$ cat src/rtl/fifo_usage_tracker_if.sv
`default_nettype none
// ============================================================================
// Module      : fifo_usage_tracker_if
// Description : Handshake/status bundle for fifo_usage_tracker.
//               master = producer/consumer side, slave = the FIFO itself.
//               Signals: wr_en, wr_data, rd_en (requests);
//                        rd_data, rd_valid (read response);
//                        full, empty, count, mem_used, overflow, underflow
//                        (occupancy status).
// Revision    : 1.0 - initial release
// ============================================================================
interface fifo_usage_tracker_if #(
  parameter int WIDTH = 8,
  parameter int DEPTH = 64
);
  localparam int CW = $clog2(DEPTH) + 1;

  logic             wr_en;
  logic [WIDTH-1:0] wr_data;
  logic             rd_en;
  logic [WIDTH-1:0] rd_data;
  logic             rd_valid;
  logic             full;
  logic             empty;
  logic [CW-1:0]    count;
  logic [7:0]       mem_used;
  logic             overflow;
  logic             underflow;

  modport master (
    output wr_en, wr_data, rd_en,
    input  rd_data, rd_valid, full, empty, count, mem_used, overflow, underflow
  );

  modport slave (
    input  wr_en, wr_data, rd_en,
    output rd_data, rd_valid, full, empty, count, mem_used, overflow, underflow
  );
endinterface
`default_nettype wire

$ cat src/rtl/fifo_usage_tracker.sv
`default_nettype none
// ============================================================================
// Module      : fifo_usage_tracker
// Description : Synchronous FIFO that also reports its fill level as an
//               integer percentage floor(count*100/DEPTH) on mem_used.
// Ports       : clk   - sole clock, rising edge
//               reset - asynchronous, active-high
//               bus   - fifo_usage_tracker_if.slave (requests in, read data
//                       and registered occupancy/status flags out)
// Revision    : 1.0 - initial release
// ============================================================================
module fifo_usage_tracker #(
  parameter int WIDTH = 8,
  parameter int DEPTH = 64
) (
  input  wire                   clk,
  input  wire                   reset,
  fifo_usage_tracker_if.slave   bus
);
  localparam int AW = $clog2(DEPTH);
  localparam int CW = AW + 1;
  // count (AW+1 bits) times 100 (7 bits) fits in AW+8 bits.
  localparam int PW = AW + 8;

  logic [WIDTH-1:0] r_mem [DEPTH];
  logic [AW-1:0]    r_wp;
  logic [AW-1:0]    r_rp;
  logic [CW-1:0]    r_count;
  logic [WIDTH-1:0] r_rd_data;
  logic             r_rd_valid;
  logic             r_full;
  logic             r_empty;
  logic [7:0]       r_mem_used;
  logic             r_overflow;
  logic             r_underflow;

  logic             w_wr_acc;
  logic             w_rd_acc;
  logic [CW-1:0]    w_count_next;
  logic [PW-1:0]    w_product;
  logic [7:0]       w_mem_used;

  // Acceptance uses the registered flags, so a read at empty is rejected
  // even when a write arrives in the same cycle (no bypass path).
  assign w_wr_acc = bus.wr_en & ~r_full;
  assign w_rd_acc = bus.rd_en & ~r_empty;

  always_comb begin
    w_count_next = r_count;
    if (w_wr_acc && !w_rd_acc) begin
      w_count_next = r_count + CW'(1);
    end else if (!w_wr_acc && w_rd_acc) begin
      w_count_next = r_count - CW'(1);
    end
  end

  // Percentage derived from the next count so it moves on the same edge as
  // count; DEPTH is a power of two so the divide is a shift. Result <= 100,
  // so the MSB is always 0.
  assign w_product  = PW'(w_count_next) * PW'(7'd100);
  assign w_mem_used = 8'(w_product >> AW);

  // Storage array is intentionally not reset.
  always_ff @(posedge clk) begin
    if (w_wr_acc) begin
      r_mem[r_wp] <= bus.wr_data;
    end
  end

  always_ff @(posedge clk or posedge reset) begin
    if (reset) begin
      r_wp        <= '0;
      r_rp        <= '0;
      r_count     <= '0;
      r_rd_data   <= '0;
      r_rd_valid  <= 1'b0;
      r_full      <= 1'b0;
      r_empty     <= 1'b1;
      r_mem_used  <= '0;
      r_overflow  <= 1'b0;
      r_underflow <= 1'b0;
    end else begin
      r_rd_valid <= w_rd_acc;
      if (w_wr_acc) begin
        r_wp <= r_wp + AW'(1);
      end
      if (w_rd_acc) begin
        r_rd_data <= r_mem[r_rp];
        r_rp      <= r_rp + AW'(1);
      end
      r_count    <= w_count_next;
      r_full     <= (w_count_next == CW'(DEPTH));
      r_empty    <= (w_count_next == '0);
      r_mem_used <= w_mem_used;
      // Sticky until reset.
      if (bus.wr_en && r_full) begin
        r_overflow <= 1'b1;
      end
      if (bus.rd_en && r_empty) begin
        r_underflow <= 1'b1;
      end
    end
  end

  assign bus.rd_data   = r_rd_data;
  assign bus.rd_valid  = r_rd_valid;
  assign bus.full      = r_full;
  assign bus.empty     = r_empty;
  assign bus.count     = r_count;
  assign bus.mem_used  = r_mem_used;
  assign bus.overflow  = r_overflow;
  assign bus.underflow = r_underflow;

endmodule
`default_nettype wire
$ cat src/flat_wrapper.sv
// flat-port wrapper written by rule: the top's interface ports become plain ports
module fifo_usage_tracker_flat 
#(
  parameter int WIDTH = 8,
  parameter int DEPTH = 64
)
  (clk, reset, bus_wr_en, bus_wr_data, bus_rd_en, bus_rd_data, bus_rd_valid, bus_full, bus_empty, bus_count, bus_mem_used, bus_overflow, bus_underflow);
  fifo_usage_tracker_if #(.WIDTH(WIDTH), .DEPTH(DEPTH)) bus_i ();
  input  wire clk;
  input  wire reset;
  input wire logic [$bits(bus_i.wr_en)-1:0] bus_wr_en;
  input wire logic [$bits(bus_i.wr_data)-1:0] bus_wr_data;
  input wire logic [$bits(bus_i.rd_en)-1:0] bus_rd_en;
  output wire logic [$bits(bus_i.rd_data)-1:0] bus_rd_data;
  output wire logic [$bits(bus_i.rd_valid)-1:0] bus_rd_valid;
  output wire logic [$bits(bus_i.full)-1:0] bus_full;
  output wire logic [$bits(bus_i.empty)-1:0] bus_empty;
  output wire logic [$bits(bus_i.count)-1:0] bus_count;
  output wire logic [$bits(bus_i.mem_used)-1:0] bus_mem_used;
  output wire logic [$bits(bus_i.overflow)-1:0] bus_overflow;
  output wire logic [$bits(bus_i.underflow)-1:0] bus_underflow;
  assign bus_i.wr_en = bus_wr_en;
  assign bus_i.wr_data = bus_wr_data;
  assign bus_i.rd_en = bus_rd_en;
  assign bus_rd_data = bus_i.rd_data;
  assign bus_rd_valid = bus_i.rd_valid;
  assign bus_full = bus_i.full;
  assign bus_empty = bus_i.empty;
  assign bus_count = bus_i.count;
  assign bus_mem_used = bus_i.mem_used;
  assign bus_overflow = bus_i.overflow;
  assign bus_underflow = bus_i.underflow;
  fifo_usage_tracker #(.WIDTH(WIDTH), .DEPTH(DEPTH)) u_core (.clk(clk), .reset(reset), .bus(bus_i));
endmodule
$ cat config.mk
export PLATFORM = sky130hd
export DESIGN_NAME = fifo_usage_tracker_flat
export DESIGN_NICKNAME = d
export VERILOG_FILES = /design/src/rtl/fifo_usage_tracker_if.sv /design/src/rtl/fifo_usage_tracker.sv /design/src/flat_wrapper.sv
export SDC_FILE = /design/constraint.sdc
export NUM_CORES = 1
export LEC_CHECK = 0
export ABC_AREA = 1
export BUFFER_PORTS_ARGS = -buffer_cell sky130_fd_sc_hd__buf_4
export CAP_MARGIN = 40
export CORE_ASPECT_RATIO = 0.7
export CORE_MARGIN = 2
export CORE_UTILIZATION = 45
export DETAILED_ROUTE_END_ITERATION = 8
export PLACE_DENSITY = 0.65
export SYNTH_ARGS = -nofsm -noshare
export SYNTH_HDL_FRONTEND = slang
export SYNTH_SLANG_ARGS = --single-unit
$ cat constraint.sdc
create_clock -name clk -period 6.9 [get_ports clk]
set_input_delay 0.345 -clock clk [delete_from_list [all_inputs] [get_ports clk]]
set_output_delay 0.345 -clock clk [all_outputs]
set_load 0.02 [all_outputs]
==> results.md <==
* Outcome: complete, no violations
* Cell variety after synth at 38
* Sequential area share after synthesis at 66.4%
* Synth Instances at 2375
* Mapped cell area at 24700 sq um
* R2r setup slk at 2.98 ns
* Yosys reg bits at 552
* Clk root buf: clkbuf_16
* Max Cap Viol at 0
* Grt ovf at 0
* R2r endpoint: u_core.bus.mem_used[6]
* Met1 wire length at 28700 um
* Commonest non-fill, non-tap cell in the layout: nand2_1
* Final Hold Viols at 0
* First-pass GRT wire length at 91700 um
* Full die area at 56700 sq um
* Pwr Density at 428 nW/um^2
* Area grow syn2layout at 10.5%
* Die width at 284 um
* # rows at 71
* Starting Density at 45.8%
* Final Cell Area at 27300 sq um
* Max Buffers Root-to-Sink at 3
* Vias at 16300
* Fill count at 4803
* Layout Utilization at 50.5%
* Total CTS buffers at 52
* Initial antenna violation count at 0
* CTS tree: built
* Placed Area at 25500 sq um
* Total track usage at 21.2%
* Die Y at 200 um
* Nets at 2426
* Met2 wire length at 25600 um
* Synth warnings at 0
* Final setup skew at 0.0218 ns
* PortBufs at 39
* Slew @ Worst Pin at 1.17 ns
* Core box area at 53900 sq um
* Avg Inst Size Synth at 10.4 sq um
* Post-DR wirelength/cell at 19.1 um
* R2R Path Start: u_core.bus.empty
* Gp weighted congestion at 0.866
* Fraction of layout cells with a size suffix above 1 at 7.89%
* H-tree Lvls at 2
* Max Slew Vio Count at 0
* Cts repair resizes at 0
* Avg Vias per Cell at 5.17
* Crit. End Element: flop
* IO Count at 40
* Final period utilization at 57.4%
* Post-Syn Nets at 2420
* Ys flop type: edfxtp_1
* Worst R2R Path Depth at 17
* Critical Path AT at 4.46 ns
* Highest Signal Layer: met4
* Total negative slack at 0 ns
* VDD IR max at 0.000344 V
* Critical Path End: u_core.bus.mem_used[6]
* Max-slew headroom at 22.0%
* Highest clock rate at 253 MHz
* Final HPWL DP at 35700 um
* Drt first-iter violations at 1831
* CP startpoint: bus_rd_en
* Period minus WS final at 3.96 ns
* RSZ-0062 raised after global routing: false
* Commonest non-fill, non-tap cells in the layout: nand2_1, edfxtp_1, inv_1
* Worst-path fanout max at 15
* Wirelength, routed at 60400 um
* Vias in the first global route at 15400
* Synth async-reset ratio at 7.25%
* Req. time, crit path at 7.40 ns
* Antenna viol nets, final at 0
* Lkg Pwr at 11.4 nW
* Clock sinks at 552
* Drt drc at 0
* Critical path class: input pin to flop
* Crit start category: input pin
* Worst Hold Class: input pin to async pin
* Met3 WL at 5080 um
* Post-synth EDFFs at 512
* CTS clk-pin slew, worst paths at 0.06 ns
* Pwr Total at 11.7 mW
* 1st-pass router iterations at 5
* Final setup vio count at 0
* Maximum number of pins on one net before global-route repair at 221
* Skew-Pair Late Insertion Delay at 0.58 ns
registers in the layout, indices dropped and copies added, names as in the netlist:
signal	count
u_core.bus.overflow	1
u_core.r_wp	6
u_core.r_mem	512
u_core.bus.empty	1
u_core.bus.full	1
u_core.bus.underflow	1
u_core.r_rp	6
u_core.bus.rd_data	8
u_core.bus.count	7
u_core.bus.rd_valid	1
u_core.bus.mem_used	8
worst min path at each step:
stage	slack [ns]	start	cells past startpoint	end
after global routing	0.19	reset	3	u_core.r_rp[0]
after floorplan	0.44	bus_wr_data[0]	0	u_core.r_mem[0][0]
after CTS	0.19	reset	3	u_core.bus.underflow
after detailed placement	0.23	reset	2	u_core.bus.underflow
after global placement	0.44	u_core.bus.underflow	1	u_core.bus.underflow
final	0.20	reset	3	u_core.r_rp[0]
repair_timing:
item | CTS | global route
setup buffers | 0 | 0
setup endpoints to repair | 0 | 0
endpoints found under the hold margin | 42 | 0
hold buffers | 3 | 0
cell type report:
cell class | count | area (sq um) | share of cell area, %
diodes | 2 | 5.00 | 0.0184
clock buffers | 64 | 1400 | 5.13
clock inverters | 31 | 298 | 1.09
inverters | 299 | 1130 | 4.15
multi-input cells | 1413 | 6550 | 24.0
flip-flops and latches | 552 | 16400 | 60.1
well taps | 730 | 913 | 3.35
repair buffers | 63 | 578 | 2.12
cells in the mapped netlist, types with 11 or more instances:
cell type  count  area [sq um]
nor2_1        92           345
dfrtp_1       39           976
clkbuf_1      15          56.3
nand3_1      259          1300
buf_4         12          90.1
buf_2         63           315
nand2_1      861          3230
buf_6         11           124
o21ai_0       11          55.1
a21oi_1       14          70.1
or2_0         24           150
nor3_1        19          95.1
ha_1          31           388
xor2_1        17           149
o211ai_2      23           288
edfxtp_1     512         15400
or2_1         14          87.6
inv_1        290          1090
cell families after synthesis:
group	share of synthesized area [%]
buffers and inverters	7.08
AOI/OAI and AO/OA	2.31
and+or+nand+nor	21.7
DFF	66.4
xor gates and xnor gates	0.776
adders and majority gates	1.73
layer usage:
metal,vias up,GRT usage (%)
li1,7738,-
met1,7974,32.3
met2,521,31.2
met3,77,4.74
met4,0,4.59
met5,-,0
through the flow:
stage	cells	hold WS (ns)	setup WS, ns
after floorplan	2375	0.444	3.43
after global placement	3042	0.443	2.96
after detailed placement	3052	0.233	2.98
after CTS	3150	0.186	2.98
after global routing	3152	0.191	2.60
final	3154	0.198	2.94
where the power goes:
group	internal, mW	total, mW	leakage (nW)	switching (mW)
sequential	3.91	4.18	5.07	0.269
clock	1.66	2.88	0.827	1.23
combinational	1.46	4.60	5.45	3.14
critical path: stages:
cell and delay (ns):
dlygate4sd3_1 0.54, buf_4 0.11, inv_2 0.05, nor2_8 0.26, inv_4 0.14, nor2_4 0.15, nand2_1 0.10, o21ai_0 0.18
o21ai_0 0.16, xnor2_1 0.46, ha_1 0.32, ha_1 0.27, ha_1 0.28, ha_1 0.36, a21oi_1 0.16, nand2_1 0.12
nand2_1 0.08, nand2_1 0.06, a21oi_1 0.17, xnor2_1 0.13
(Power assumes the default switching activity.)
